===== src/rtl/sram_sample_reader_if.sv =====
// Control, SRAM read port and output stream of the sample reader.
interface sram_sample_reader_if #(
    parameter int AW = 10,
    parameter int DW = 32
);
    logic          start_i;
    logic          abort_i;
    logic [AW-1:0] base_addr_i;
    logic [AW:0]   count_i;
    logic          mem_renb_o;
    logic [AW-1:0] mem_raddr_o;
    logic [DW-1:0] mem_data_i;
    logic [DW-1:0] dout_o;
    logic          dout_valid_o;
    logic          dout_ready_i;
    logic          busy_o;
    logic          done_o;

    modport slave (
        input  start_i, abort_i, base_addr_i, count_i, mem_data_i, dout_ready_i,
        output mem_renb_o, mem_raddr_o, dout_o, dout_valid_o, busy_o, done_o
    );

    modport master (
        output start_i, abort_i, base_addr_i, count_i, mem_data_i, dout_ready_i,
        input  mem_renb_o, mem_raddr_o, dout_o, dout_valid_o, busy_o, done_o
    );
endinterface


===== src/rtl/sram_sample_reader.sv =====
// Streams a block of words out of the sample SRAM read port, hiding the
// one-cycle read latency behind a small credit-managed output FIFO.
module sram_sample_reader #(
    parameter int AW         = 10,
    parameter int DW         = 32,
    parameter int FIFO_DEPTH = 2
) (
    input logic                 wb_clk_i,
    input logic                 wb_rst_n_i,
    sram_sample_reader_if.slave bus
);
    typedef enum logic [1:0] {IDLE, READ, DRAIN, DONE} state_t;

    localparam int PW = (FIFO_DEPTH > 1) ? $clog2(FIFO_DEPTH) : 1;
    localparam int OW = $clog2(FIFO_DEPTH + 1);
    localparam logic [AW:0] MAX_WORDS = {1'b1, {AW{1'b0}}};

    state_t        state;
    logic [AW-1:0] addr;
    logic [AW:0]   remaining;
    logic          inflight;
    logic [DW-1:0] fifo_mem [FIFO_DEPTH];
    logic [PW-1:0] rd_ptr, wr_ptr;
    logic [OW-1:0] occ, occ_next;
    logic [OW:0]   used;
    logic          busy, done;
    logic          push, pop, issue, launch, aborting;

    function automatic logic [PW-1:0] ptr_inc(input logic [PW-1:0] p);
        return (p == PW'(FIFO_DEPTH - 1)) ? '0 : p + 1'b1;
    endfunction

    assign pop      = (occ != '0) && bus.dout_ready_i;
    assign push     = inflight;
    assign occ_next = occ + OW'(push) - OW'(pop);
    // A word popped this cycle frees its slot in time for a same-cycle issue.
    assign used     = {1'b0, occ} + (OW+1)'(inflight) - (OW+1)'(pop);
    assign aborting = bus.abort_i && (state == READ || state == DRAIN);
    assign launch   = bus.start_i && (state == IDLE || state == DONE);
    assign issue    = (state == READ) && (remaining != '0) && !bus.abort_i &&
                      (used < (OW+1)'(FIFO_DEPTH));

    assign bus.mem_renb_o   = !issue;
    assign bus.mem_raddr_o  = addr;
    assign bus.dout_o       = fifo_mem[rd_ptr];
    assign bus.dout_valid_o = (occ != '0);
    assign bus.busy_o       = busy;
    assign bus.done_o       = done;

    always_ff @(posedge wb_clk_i or negedge wb_rst_n_i) begin
        if (!wb_rst_n_i) begin
            state     <= IDLE;
            addr      <= '0;
            remaining <= '0;
            inflight  <= 1'b0;
            rd_ptr    <= '0;
            wr_ptr    <= '0;
            occ       <= '0;
            busy      <= 1'b0;
            done      <= 1'b0;
            for (int i = 0; i < FIFO_DEPTH; i++) fifo_mem[i] <= '0;
        end else begin
            done     <= 1'b0;
            inflight <= issue;
            if (aborting) begin
                // The flush also swallows any word returning this cycle.
                rd_ptr <= '0;
                wr_ptr <= '0;
                occ    <= '0;
            end else begin
                if (push) begin
                    fifo_mem[wr_ptr] <= bus.mem_data_i;
                    wr_ptr           <= ptr_inc(wr_ptr);
                end
                if (pop) rd_ptr <= ptr_inc(rd_ptr);
                occ <= occ_next;
            end
            if (issue) begin
                addr      <= addr + 1'b1;
                remaining <= remaining - 1'b1;
            end

            case (state)
                IDLE, DONE: begin
                    state <= IDLE;
                    if (launch) begin
                        addr      <= bus.base_addr_i;
                        remaining <= (bus.count_i > MAX_WORDS) ? MAX_WORDS : bus.count_i;
                        if (bus.count_i == '0) begin
                            state <= DONE;
                            done  <= 1'b1;
                        end else begin
                            state <= READ;
                            busy  <= 1'b1;
                        end
                    end
                end
                READ: begin
                    if (aborting) begin
                        state <= DONE;
                        done  <= 1'b1;
                        busy  <= 1'b0;
                    end else if (issue && remaining == (AW+1)'(1)) begin
                        state <= DRAIN;
                    end
                end
                DRAIN: begin
                    if (aborting || occ_next == '0) begin
                        state <= DONE;
                        done  <= 1'b1;
                        busy  <= 1'b0;
                    end
                end
                default: state <= IDLE;
            endcase
        end
    end

    always_ff @(posedge wb_clk_i) begin
        if (wb_rst_n_i) assert (!(push && !pop && occ == OW'(FIFO_DEPTH)));
    end
endmodule

===== src/flat_wrapper.sv =====
// flat-port wrapper written by rule: the top's interface ports become plain ports
module sram_sample_reader_flat 
#(
    parameter int AW         = 10,
    parameter int DW         = 32,
    parameter int FIFO_DEPTH = 2
)
  (wb_clk_i, wb_rst_n_i, bus_start_i, bus_abort_i, bus_base_addr_i, bus_count_i, bus_mem_data_i, bus_dout_ready_i, bus_mem_renb_o, bus_mem_raddr_o, bus_dout_o, bus_dout_valid_o, bus_busy_o, bus_done_o);
  sram_sample_reader_if #(.AW(AW), .DW(DW)) bus_i ();
  input logic wb_clk_i;
  input logic wb_rst_n_i;
  input wire logic [$bits(bus_i.start_i)-1:0] bus_start_i;
  input wire logic [$bits(bus_i.abort_i)-1:0] bus_abort_i;
  input wire logic [$bits(bus_i.base_addr_i)-1:0] bus_base_addr_i;
  input wire logic [$bits(bus_i.count_i)-1:0] bus_count_i;
  input wire logic [$bits(bus_i.mem_data_i)-1:0] bus_mem_data_i;
  input wire logic [$bits(bus_i.dout_ready_i)-1:0] bus_dout_ready_i;
  output wire logic [$bits(bus_i.mem_renb_o)-1:0] bus_mem_renb_o;
  output wire logic [$bits(bus_i.mem_raddr_o)-1:0] bus_mem_raddr_o;
  output wire logic [$bits(bus_i.dout_o)-1:0] bus_dout_o;
  output wire logic [$bits(bus_i.dout_valid_o)-1:0] bus_dout_valid_o;
  output wire logic [$bits(bus_i.busy_o)-1:0] bus_busy_o;
  output wire logic [$bits(bus_i.done_o)-1:0] bus_done_o;
  assign bus_i.start_i = bus_start_i;
  assign bus_i.abort_i = bus_abort_i;
  assign bus_i.base_addr_i = bus_base_addr_i;
  assign bus_i.count_i = bus_count_i;
  assign bus_i.mem_data_i = bus_mem_data_i;
  assign bus_i.dout_ready_i = bus_dout_ready_i;
  assign bus_mem_renb_o = bus_i.mem_renb_o;
  assign bus_mem_raddr_o = bus_i.mem_raddr_o;
  assign bus_dout_o = bus_i.dout_o;
  assign bus_dout_valid_o = bus_i.dout_valid_o;
  assign bus_busy_o = bus_i.busy_o;
  assign bus_done_o = bus_i.done_o;
  sram_sample_reader #(.AW(AW), .DW(DW), .FIFO_DEPTH(FIFO_DEPTH)) u_core (.wb_clk_i(wb_clk_i), .wb_rst_n_i(wb_rst_n_i), .bus(bus_i));
endmodule

===== config.mk =====
export PLATFORM = sky130hd
export DESIGN_NAME = sram_sample_reader_flat
export DESIGN_NICKNAME = d
export VERILOG_FILES = /design/src/rtl/sram_sample_reader_if.sv /design/src/rtl/sram_sample_reader.sv /design/src/flat_wrapper.sv
export SDC_FILE = /design/constraint.sdc
export NUM_CORES = 1
export LEC_CHECK = 0
export BUFFER_PORTS_ARGS = -buffer_cell sky130_fd_sc_hd__buf_2
export CAP_MARGIN = 15
export CORE_ASPECT_RATIO = 0.7
export CORE_UTILIZATION = 40
export DETAILED_ROUTE_END_ITERATION = 10
export GPL_ROUTABILITY_DRIVEN = 1
export PLACE_DENSITY = 0.69
export SKIP_CTS_REPAIR_TIMING = 1
export SYNTH_ARGS = -nofsm -noshare
export SYNTH_HDL_FRONTEND = slang
export SYNTH_SLANG_ARGS = --single-unit

===== constraint.sdc =====
create_clock -name wb_clk_i -period 9.08 [get_ports wb_clk_i]
set_clock_uncertainty 0.15 [all_clocks]
set_input_delay 0.454 -clock wb_clk_i [delete_from_list [all_inputs] [get_ports wb_clk_i]]
set_output_delay 0.454 -clock wb_clk_i [all_outputs]
set_load 0.005 [all_outputs]

==> results of run 1 <==
-- stage by stage --
| stage | setup WS (ps) | area (um^2) |
|---|---|---|
| 4_1_cts | 5000 | 5540 |
| 3_5_place_dp | 5370 | 5240 |
| 3_3_place_gp | 5520 | 5240 |
| 6_report | 5000 | 5540 |
| 2_1_floorplan | 5770 | 4570 |
| 5_1_grt | 4820 | 5540 |
-- cell usage after synthesis (4+ instances only) --
cell	number	area share
sky130_fd_sc_hd__nor3_1	5	0.0055
sky130_fd_sc_hd__nand4_1	4	0.0055
sky130_fd_sc_hd__nor4_1	10	0.014
sky130_fd_sc_hd__o21ai_0	14	0.015
sky130_fd_sc_hd__mux2_2	98	0.24
sky130_fd_sc_hd__xnor2_1	10	0.019
sky130_fd_sc_hd__ha_1	7	0.019
sky130_fd_sc_hd__xor2_1	5	0.0096
sky130_fd_sc_hd__inv_1	11	0.0090
sky130_fd_sc_hd__nor2_1	15	0.012
sky130_fd_sc_hd__nand3_1	13	0.014
sky130_fd_sc_hd__a21oi_1	19	0.021
sky130_fd_sc_hd__dfrtp_1	94	0.51
sky130_fd_sc_hd__buf_2	5	0.0055
sky130_fd_sc_hd__clkbuf_1	9	0.0074
sky130_fd_sc_hd__nand2_1	17	0.014
-- per-layer routing --
metal	wire length, um	track usage	share of wire	up-vias
met5	0	0	0	-
met4	113	0.0494	0.011	0
met3	559	0.0401	0.054	8
met2	5050	0.313	0.49	99
met1	4630	0.254	0.45	1682
li1	-	-	-	1554
-- final cells by class --
class                      instances  area share
sequential                        94       0.424
multi-input combinational        256       0.380
timing repair buffer             106      0.0975
inverter                          12     0.00813
clock inverter                     4      0.0131
tap                              153      0.0345
clock buffer                      11      0.0420
-- power by group through the flow --
stage	sequential, mW	combinational [mW]	clock [mW]
finish	0.748	0.745	0.387
global route	0.778	0.833	0.416
CTS	0.748	0.750	0.400
detailed placement	0.756	0.746	0
global placement	0.738	0.718	0
floorplan	0.706	0.536	0
-- cells by family (layout without fill, tap and decap cells) --
kind of cell,count (synthesis),count (layout),share of synthesized area
AO/OA/AOI/OAI,45,45,0.0564
buffers and inverters,29,133,0.0268
AND/OR/NAND/NOR,87,87,0.102
multiplexers,101,101,0.248
adder cells (fa/ha/maj),8,8,0.0235
XOR/XNOR,15,15,0.0287
flip-flops,94,94,0.514
-- registers in the layout (all words and copies together), names as in the netlist --
| name | flops |
|---|---|
| u_core.bus.busy_o | 1 |
| u_core.fifo_mem | 64 |
| u_core.rd_ptr | 1 |
| u_core.bus.done_o | 1 |
| u_core.state | 2 |
| u_core.bus.mem_raddr_o | 10 |
| u_core.remaining | 11 |
| u_core.occ | 2 |
| u_core.wr_ptr | 1 |
| u_core.inflight | 1 |
-- worst max path at each step --
stage	cells past startpoint	slack (ps)	to
6_report	12	5000	bus_mem_renb_o
2_1_floorplan	12	5770	bus_mem_renb_o
3_3_place_gp	12	5520	bus_mem_renb_o
5_1_grt	12	4820	bus_mem_renb_o
4_1_cts	12	5000	bus_mem_renb_o
3_5_place_dp	12	5370	bus_mem_renb_o
-- worst register-to-register path, cell delays in order (launching register included) --
cell and delay [ps]:
sky130_fd_sc_hd__dfrtp_1 420, sky130_fd_sc_hd__or2_2 330, sky130_fd_sc_hd__and2_1 190, sky130_fd_sc_hd__ha_1 270
sky130_fd_sc_hd__inv_1 60, sky130_fd_sc_hd__ha_1 140, sky130_fd_sc_hd__inv_1 50, sky130_fd_sc_hd__fa_1 530
sky130_fd_sc_hd__nand3b_1 120, sky130_fd_sc_hd__or2_1 420, sky130_fd_sc_hd__or4_4 600, sky130_fd_sc_hd__xor2_1 160
sky130_fd_sc_hd__o21ai_1 90
==> impl_metrics.yaml, run 1 <==
run_status:
  status: "complete, but fails checks"
  violations: "negative hold slack"
power_and_ir_drop:
  peakVddDrop_uv: 114
  power_frac_seq: 0.398
  switching_share: 0.338
  power_mw: 1.88
  p_int_mw: 1.24
  switching_power_mw: 0.636
  power.share.clock: 0.206
  leakagePower_nw: 2.63
  power.density_mw_per_mm2: 339
  pwr-share-comb: 0.396
yosys:
  synth-main-ff-cell: "sky130_fd_sc_hd__dfrtp_1"
  synth.cell_area_mm2: 0.00457
  synth_nets: 445
  synth_cell_type_count: 47
  synth-async-reset-ratio: 1.00
  ys_seq_elements: 94
  syn_area_per_cell_um2: 12.1
  synth-seq-area-share: 0.514
  synth-edff-count: 0
  yosysWarnings: 0
  synth_instances: 379
critical_path:
  category_of_the_most_critical_setup_path: "reg2out"
  setup.worst_path.end_class: "output port"
  reg2reg_slack_ps: 5400
  critical_path.most_common_cell: "sky130_fd_sc_hd__inv_1"
  timing.critical_path.required_ps: 8480
  cp_top_family: "simple AND/OR/NAND/NOR gates"
  logic_depth_of_the_worst_register_to_register_path: 12
  worstPathBufferInverterCount: 4
  cp_startpoint_kind: "flip-flop"
  cp_slowest_cell: "sky130_fd_sc_hd__fa_1"
  crit_arrival_ps: 3480
  crit_path_max_fo: 12
  max_stage_delay_ps: 530
  r2r-end: "u_core.bus.mem_raddr_o[5]$_DFF_PN0_"
  critPathLaunch: "u_core.occ[1]$_DFF_PN0_"
  regToRegStartpoint: "u_core.occ[1]$_DFF_PN0_"
  path_cells: "or2_2 -> and2_1 -> ha_1 -> inv_1 -> ha_1 -> inv_1 -> fa_1 -> nand3b_1 -> or2_1 -> nor2_2 -> inv_1 -> buf_2"
clock_network:
  clockBufferDepth: 2
  cts.reportedPaths.clkPinSlew_ps: 70
  htreeDepth: 3
  tritoncts: "yes"
  cts-buffers-inserted: 9
  clock_latency_ps: 330
  cts_sinks: 94
  cts-root-buf: "sky130_fd_sc_hd__clkbuf_16"
global_routing:
  grt_first_pass_wirelength_um: 17600
  largest_net_degree_at_the_start_of_global_routing: 50
  first_global_vias: 3546
  overall_overflow_remaining_after_global_route: 0
  all_layer_global_routing_usage: 0.191
  antenna_found_initial: 0
floorplanning:
  core.rowCount: 32
  number_of_top_level_pins: 104
  core_area_mm2: 0.0111
  die_area_mm2: 0.0119
  die_width_um: 130
  dieHeight_um: 91.5
  start_util: 0.412
cells_and_area:
  finalCoreUtilization: 0.500
  layout_commonest_cell: "sky130_fd_sc_hd__buf_2"
  fin_nets: 545
  multiInputGateArea_mm2: 0.00211
  final.fill_count: 1016
  leading_cell_types_in_the_layout_fill_and_taps_excluded: "sky130_fd_sc_hd__buf_2, sky130_fd_sc_hd__mux2_2, sky130_fd_sc_hd__dfrtp_1"
  final_cell_count_no_fill: 636
  storage_element_area_mm2: 0.00235
  antennaDiodeCount: 0
  share_of_cells_above_drive_strength_1: 0.464
  area.growth.synth_to_final_pct: 21.2
sta:
  slew_worst_pin_ps: 970
  whs_ps: -27.4
  period_needed_ps: 4080
  rsz0062_at_grt: "false"
  final-setup-viol-count: 0
  final_hold_viol_count: 14
  fin_setup_tns_ps: 0
  slew_headroom: 0.353
  max_freq_mhz: 245
  timing.final.crit_share: 0.450
  number_of_pins_with_negative_max_slew_slack_in_the_final_report: 0
placement:
  placed_cells_incl_taps: 621
  gp_congestion: 0.804
  dp.final_hpwl_um: 7470
  port_buffers: 103
route:
  vias: 3343
  detail_route.drc_violations: 0
  viasPerCell: 5.26
  drt-initial-drc-count: 132
  final_antenna_net_count: 0
  detail_route.wl_per_cell_um: 16.3
  detail_route.first_pass.iterations: 4
  totalWireLength_um: 10400
min_path:
  hold_path_class: "in2async"
job:
  max_cap_violations: 0
Power figures use the tool's default switching activity.
==> inputs of run 2 (changes only) <==
--- a/config.mk
+++ b/config.mk
@@ -11,7 +11,7 @@
 export CORE_UTILIZATION = 40
 export DETAILED_ROUTE_END_ITERATION = 10
 export GPL_ROUTABILITY_DRIVEN = 1
-export PLACE_DENSITY = 0.69
+export PLACE_DENSITY = 0.71
 export SKIP_CTS_REPAIR_TIMING = 1
 export SYNTH_ARGS = -nofsm -noshare
 export SYNTH_HDL_FRONTEND = slang
==> constraint.sdc (replaced) <==
create_clock -name wb_clk_i -period 3.6 [get_ports wb_clk_i]
set_clock_uncertainty 0.15 [all_clocks]
set_input_delay 0.18 -clock wb_clk_i [delete_from_list [all_inputs] [get_ports wb_clk_i]]
set_output_delay 0.18 -clock wb_clk_i [all_outputs]
set_load 0.005 [all_outputs]
==> run 2 against run 1 <==
  * The run now ends clean
  * Via count rose by 5.9%
  * Hold slack improved by 31 ps
  * Die area did not move
  * Register-to-register slack got worse by 5200 ps
  * Sequential power rose to 2.5 times the previous value
  * Global-route usage fell by 1.3 points
  * Critical path type unchanged
  * Highest routed layer unchanged
  * Total power rose to 2.5 times the previous value
  * Wire length rose by 3.3%
==> impl_metrics.yaml, run 2 (synthesis results as in run 1) <==
run_status:
  status: "finished clean"
floorplanning:
  dieHeight_um: 91.5
  core.rowCount: 32
  start_util: 0.412
  die_width_um: 130
  number_of_top_level_pins: 104
  die_area_mm2: 0.0119
  core_area_mm2: 0.0111
global_routing:
  overall_overflow_remaining_after_global_route: 0
  groute.layer.met1.usage: 0.248
  use_met2: 0.274
  grt_first_pass_wirelength_um: 16500
  grt_most_used_layer: "met2"
  met3_demand_to_capacity_share_in_global_routing: 0.0412
  first_global_vias: 3365
  all_layer_global_routing_usage: 0.178
  antenna_found_initial: 0
  largest_net_degree_at_the_start_of_global_routing: 86
route:
  final_antenna_net_count: 0
  detail_route.wl_per_cell_um: 15.4
  detail_route.drc_violations: 0
  viasPerCell: 5.09
  drt-initial-drc-count: 169
  detail_route.first_pass.iterations: 4
  vias: 3541
  totalWireLength_um: 10700
cells_and_area:
  largest_register_ffs: 64
  final_cell_count_no_fill: 695
  antennaDiodeCount: 0
  leading_cell_types_in_the_layout_fill_and_taps_excluded: "sky130_fd_sc_hd__buf_2, sky130_fd_sc_hd__mux2_2, sky130_fd_sc_hd__dfrtp_1"
  area.growth.synth_to_final_pct: 34.6
  registers.top_by_ff_count: "u_core.fifo_mem"
  share_of_cells_above_drive_strength_1: 0.448
  layout_commonest_cell: "sky130_fd_sc_hd__buf_2"
  fin_nets: 605
  finalCoreUtilization: 0.555
clock_network:
  clockBufferDepth: 2
  cts-root-buf: "sky130_fd_sc_hd__clkbuf_16"
  clock_latency_ps: 330
  cts-buffers-inserted: 9
  tritoncts: "yes"
  htreeDepth: 3
  cts.reportedPaths.clkPinSlew_ps: 60
  cts_sinks: 94
sta:
  final_hold_viol_count: 0
  slew_headroom: 0.371
  postLayoutSetupSlackWorst_ps: 105
  fin_setup_tns_ps: 0
  slew_worst_pin_ps: 944
  final-setup-viol-count: 0
  number_of_pins_with_negative_max_slew_slack_in_the_final_report: 0
  period_needed_ps: 3490
  timing.final.crit_share: 0.971
  max_freq_mhz: 286
placement:
  dp.final_hpwl_um: 7060
  placed_cells_incl_taps: 625
  dp_worst_setup_slack_ps: 79.9
  gp_congestion: 0.890
  port_buffers: 103
power_and_ir_drop:
  peakVddDrop_uv: 309
  power.density_mw_per_mm2: 779
  leakagePower_nw: 2.91
critical_path:
  crit_path_max_fo: 6
  max_stage_delay_ps: 600
  cp_top_family: "simple AND/OR/NAND/NOR gates"
  category_of_the_most_critical_setup_path: "reg2out"
  cp_startpoint_kind: "flip-flop"
  cp_slowest_cell: "sky130_fd_sc_hd__fa_2"
  path_cells: "or2_4 -> and2_4 -> ha_1 -> inv_1 -> ha_1 -> inv_1 -> fa_2 -> nand3b_1 -> or2_4 -> buf_6 -> nor2_4 -> inv_2 -> buf_2"
  timing.critical_path.required_ps: 3270
  crit_arrival_ps: 3160
  setup.worst_path.end_class: "output port"
  worstPathBufferInverterCount: 5
job:
  max_cap_violations: 0
min_path:
  hold_path_class: "in2reg"
[run 2: cell types whose count changed in the layout (fill, tap and decap cells not counted), sizes merged]
| cell | change |
|---|---|
| clkinvlp | -1 |
| bufinv | -1 |
| clkinv | +2 |
| dlygate4sd3 | +49 |
| clkbuf | -1 |
| buf | +11 |
[run 2: layout make-up]
cell class	instances	area (um^2)
Tap cell	153	191
Inverter	12	45.0
Clock buffer	10	239
Multi-Input combinational cell	256	2140
Timing Repair Buffer	166	1140
Sequential cell	94	2350
Fill cell	981	4940
Clock inverter	4	48.8
[run 2: per-stage QoR]
stage,hold WS (ps),power (mW),instance area [um^2]
floorplan,-266,3.13,4570
finish,3.24,4.79,6150
global route,7.62,5.13,6150
CTS,-111,4.72,5560
global placement,230,3.68,5270
detailed placement,242,3.77,5270
[run 2: worst reg2reg max path, cell delays in order (launching register included)]
cell	delay, ps
sky130_fd_sc_hd__dfrtp_1	410
sky130_fd_sc_hd__or2_4	260
sky130_fd_sc_hd__and2_4	160
sky130_fd_sc_hd__ha_1	260
sky130_fd_sc_hd__inv_1	60
sky130_fd_sc_hd__ha_1	120
sky130_fd_sc_hd__inv_1	60
sky130_fd_sc_hd__fa_2	600
sky130_fd_sc_hd__nand3b_1	110
sky130_fd_sc_hd__or2_4	310
sky130_fd_sc_hd__or4_4	540
sky130_fd_sc_hd__xor2_1	140
sky130_fd_sc_hd__o21ai_1	70
[run 2: worst paths after layout]
path | slack, ps | cells past startpoint | end | startpoint
worst max-delay path | 110 | 13 | bus_mem_renb_o | u_core.occ[1]$_DFF_PN0_
worst min-delay path | 3 | 3 | u_core.remaining[8]$_DFF_PN0_ | bus_count_i[8]
worst max register to register | 200 | 12 | u_core.bus.mem_raddr_o[5]$_DFF_PN0_ | u_core.occ[1]$_DFF_PN0_
worst min register to register | 350 | 1 | u_core.fifo_mem[24]$_DFFE_PN0P_ | u_core.fifo_mem[24]$_DFFE_PN0P_
max in group asynchronous | 2330 | 4 | u_core.fifo_mem[35]$_DFFE_PN0P_ | wb_rst_n_i
min in group asynchronous | 160 | 2 | u_core.bus.mem_raddr_o[9]$_DFF_PN0_ | wb_rst_n_i
[run 2: power by group]
| part | switching (mW) | leakage (nW) | total [mW] | internal, mW |
|---|---|---|---|---|
| clock network | 0.380 | 0.144 | 0.929 | 0.548 |
| logic | 0.893 | 1.55 | 1.97 | 1.08 |
| registers | 0.354 | 1.21 | 1.89 | 1.54 |
[run 2: layer usage]
metal  part of all wire  routed length, um  vias up
met3              0.049                519       14
met4              0.014                151        0
met2               0.48               5130      107
met1               0.46               4890     1733
li1                   -                  -     1687
met5                  0                  0        -
==> inputs of run 3 (changes only) <==
--- a/config.mk
+++ b/config.mk
@@ -11,6 +11,7 @@
 export CORE_UTILIZATION = 40
 export DETAILED_ROUTE_END_ITERATION = 10
 export GPL_ROUTABILITY_DRIVEN = 1
+export GPL_TIMING_DRIVEN = 0
 export PLACE_DENSITY = 0.71
 export SKIP_CTS_REPAIR_TIMING = 1
 export SYNTH_ARGS = -nofsm -noshare
==> run 3 against run 2 <==
  * Wire length up 5.3%
  * Hold slack better by 1.1 ps
  * Fmax down 1.5%
  * Critical path depth unchanged
  * Cell count up 1.3%
  * Core utilization up 0.12 points
  * First-iteration DRC count up 57%
  * Total power up 1.5%
  * Via count up 3.2%
  * Combinational power up 4%
  * Design area up 0.22%
==> impl_metrics.yaml, run 3 (synthesis results as in run 1) <==
run_status:
  status: "finished clean"
global_routing:
  overall_overflow_remaining_after_global_route: 0
  first_global_vias: 3421
  all_layer_global_routing_usage: 0.185
  largest_net_degree_at_the_start_of_global_routing: 52
  grt_first_pass_wirelength_um: 16900
  antenna_found_initial: 0
floorplanning:
  start_util: 0.412
  dieHeight_um: 91.5
  number_of_top_level_pins: 104
  die_area_mm2: 0.0119
  core_area_mm2: 0.0111
  core.rowCount: 32
  die_width_um: 130
route:
  totalWireLength_um: 11300
  vias: 3654
  detail_route.first_pass.iterations: 5
  detail_route.drc_violations: 0
  final_antenna_net_count: 0
  viasPerCell: 5.19
  detail_route.wl_per_cell_um: 16.0
  drt-initial-drc-count: 265
sta:
  rsz0062_at_grt: "true"
  slew_headroom: 0.504
  period_needed_ps: 3550
  timing.final.crit_share: 0.986
  fin_setup_tns_ps: 0
  number_of_pins_with_negative_max_slew_slack_in_the_final_report: 0
  final-setup-viol-count: 0
  final_hold_viol_count: 0
  max_freq_mhz: 282
  slew_worst_pin_ps: 744
cells_and_area:
  layout_commonest_cell: "sky130_fd_sc_hd__buf_2"
  leading_cell_types_in_the_layout_fill_and_taps_excluded: "sky130_fd_sc_hd__buf_2, sky130_fd_sc_hd__mux2_2, sky130_fd_sc_hd__dfrtp_1"
  share_of_cells_above_drive_strength_1: 0.430
  registers.top_by_ff_count: "u_core.fifo_mem"
  antennaDiodeCount: 0
  largest_register_ffs: 64
  final_cell_count_no_fill: 704
  fin_nets: 612
  area.growth.synth_to_final_pct: 34.9
placement:
  placed_cells_incl_taps: 636
  dp.final_hpwl_um: 7690
  gp_congestion: 0.886
  port_buffers: 103
clock_network:
  clock_latency_ps: 340
  cts.reportedPaths.clkPinSlew_ps: 60
  clockBufferDepth: 2
  cts-buffers-inserted: 9
  htreeDepth: 3
  tritoncts: "yes"
  cts_sinks: 94
  cts-root-buf: "sky130_fd_sc_hd__clkbuf_16"
critical_path:
  setup.worst_path.end_class: "output port"
  category_of_the_most_critical_setup_path: "reg2out"
  cp_startpoint_kind: "flip-flop"
  crit_path_max_fo: 10
  regToRegStartpoint: "u_core.occ[1]$_DFF_PN0_"
  timing.critical_path.required_ps: 3270
  critPathLaunch: "u_core.occ[1]$_DFF_PN0_"
  crit_arrival_ps: 3220
power_and_ir_drop:
  leakagePower_nw: 2.91
  peakVddDrop_uv: 376
  power.density_mw_per_mm2: 789
min_path:
  hold_path_class: "in2reg"
  worst_hold_startpoint: "bus_count_i[4]"
job:
  max_cap_violations: 0
## run 3: stage by stage
| stage | util | area, um^2 | hold slack (ps) | power [mW] | setup WS (ps) |
|---|---|---|---|---|---|
| 3_3_place_gp | 0.476 | 5280 | 240 | 3.70 | 50.3 |
| 2_1_floorplan | - | 4570 | -266 | 3.13 | 327 |
| 4_1_cts | 0.507 | 5620 | -293 | 4.80 | -259 |
| 3_5_place_dp | 0.479 | 5310 | 73.2 | 3.81 | 18.8 |
| 6_report | 0.556 | 6170 | 4.37 | 4.87 | 51.6 |
| 5_1_grt | 0.556 | 6170 | 41.9 | 5.20 | -94.9 |
## run 3: routing by layer
layer / GRT usage / wire length [um] / vias to the layer above
met2: 0.292 / 5410 / 130
met3: 0.0359 / 555 / 17
met4: 0.0591 / 148 / 0
met1: 0.255 / 5150 / 1806
met5: 0 / 0 / -
li1: - / - / 1701
## run 3: worst max-delay path, stage by stage, from the launching register on
cell	delay [ps]
sky130_fd_sc_hd__dfrtp_1	420
sky130_fd_sc_hd__or2_2	320
sky130_fd_sc_hd__and2_1	190
sky130_fd_sc_hd__ha_1	280
sky130_fd_sc_hd__inv_1	60
sky130_fd_sc_hd__ha_1	140
sky130_fd_sc_hd__inv_1	50
sky130_fd_sc_hd__fa_1	530
sky130_fd_sc_hd__nand3b_1	110
sky130_fd_sc_hd__or2_4	270
sky130_fd_sc_hd__buf_6	160
sky130_fd_sc_hd__nor2_4	120
sky130_fd_sc_hd__inv_1	90
sky130_fd_sc_hd__buf_2	130
## run 3: worst paths after layout
path / end / slack (ps) / cells after the start
max: bus_mem_renb_o / 50 / 13
min: u_core.remaining[4]$_DFF_PN0_ / 4 / 3
max reg2reg: u_core.remaining[9]$_DFF_PN0_ / 130 / 13
min reg2reg: u_core.fifo_mem[22]$_DFFE_PN0P_ / 350 / 1
max in group asynchronous: u_core.state[0]$_DFFE_PN0P_ / 2380 / 3
min in group asynchronous: u_core.bus.mem_raddr_o[9]$_DFF_PN0_ / 250 / 2
## run 3: power by group
part | switching (mW) | internal (mW) | total (mW)
sequential | 0.315 | 1.54 | 1.85
combinational | 0.968 | 1.07 | 2.04
clock | 0.414 | 0.561 | 0.975
## run 3: layout make-up
cell class / count / area, um^2
Multi-Input combinational cell: 256 / 2130
Timing Repair Buffer: 156 / 1060
Tap cell: 153 / 191
Fill cell: 956 / 4920
Clock inverter: 6 / 68.8
Sequential cell: 94 / 2350
Inverter: 12 / 45.0
Buffer: 17 / 83.8
Clock buffer: 10 / 239
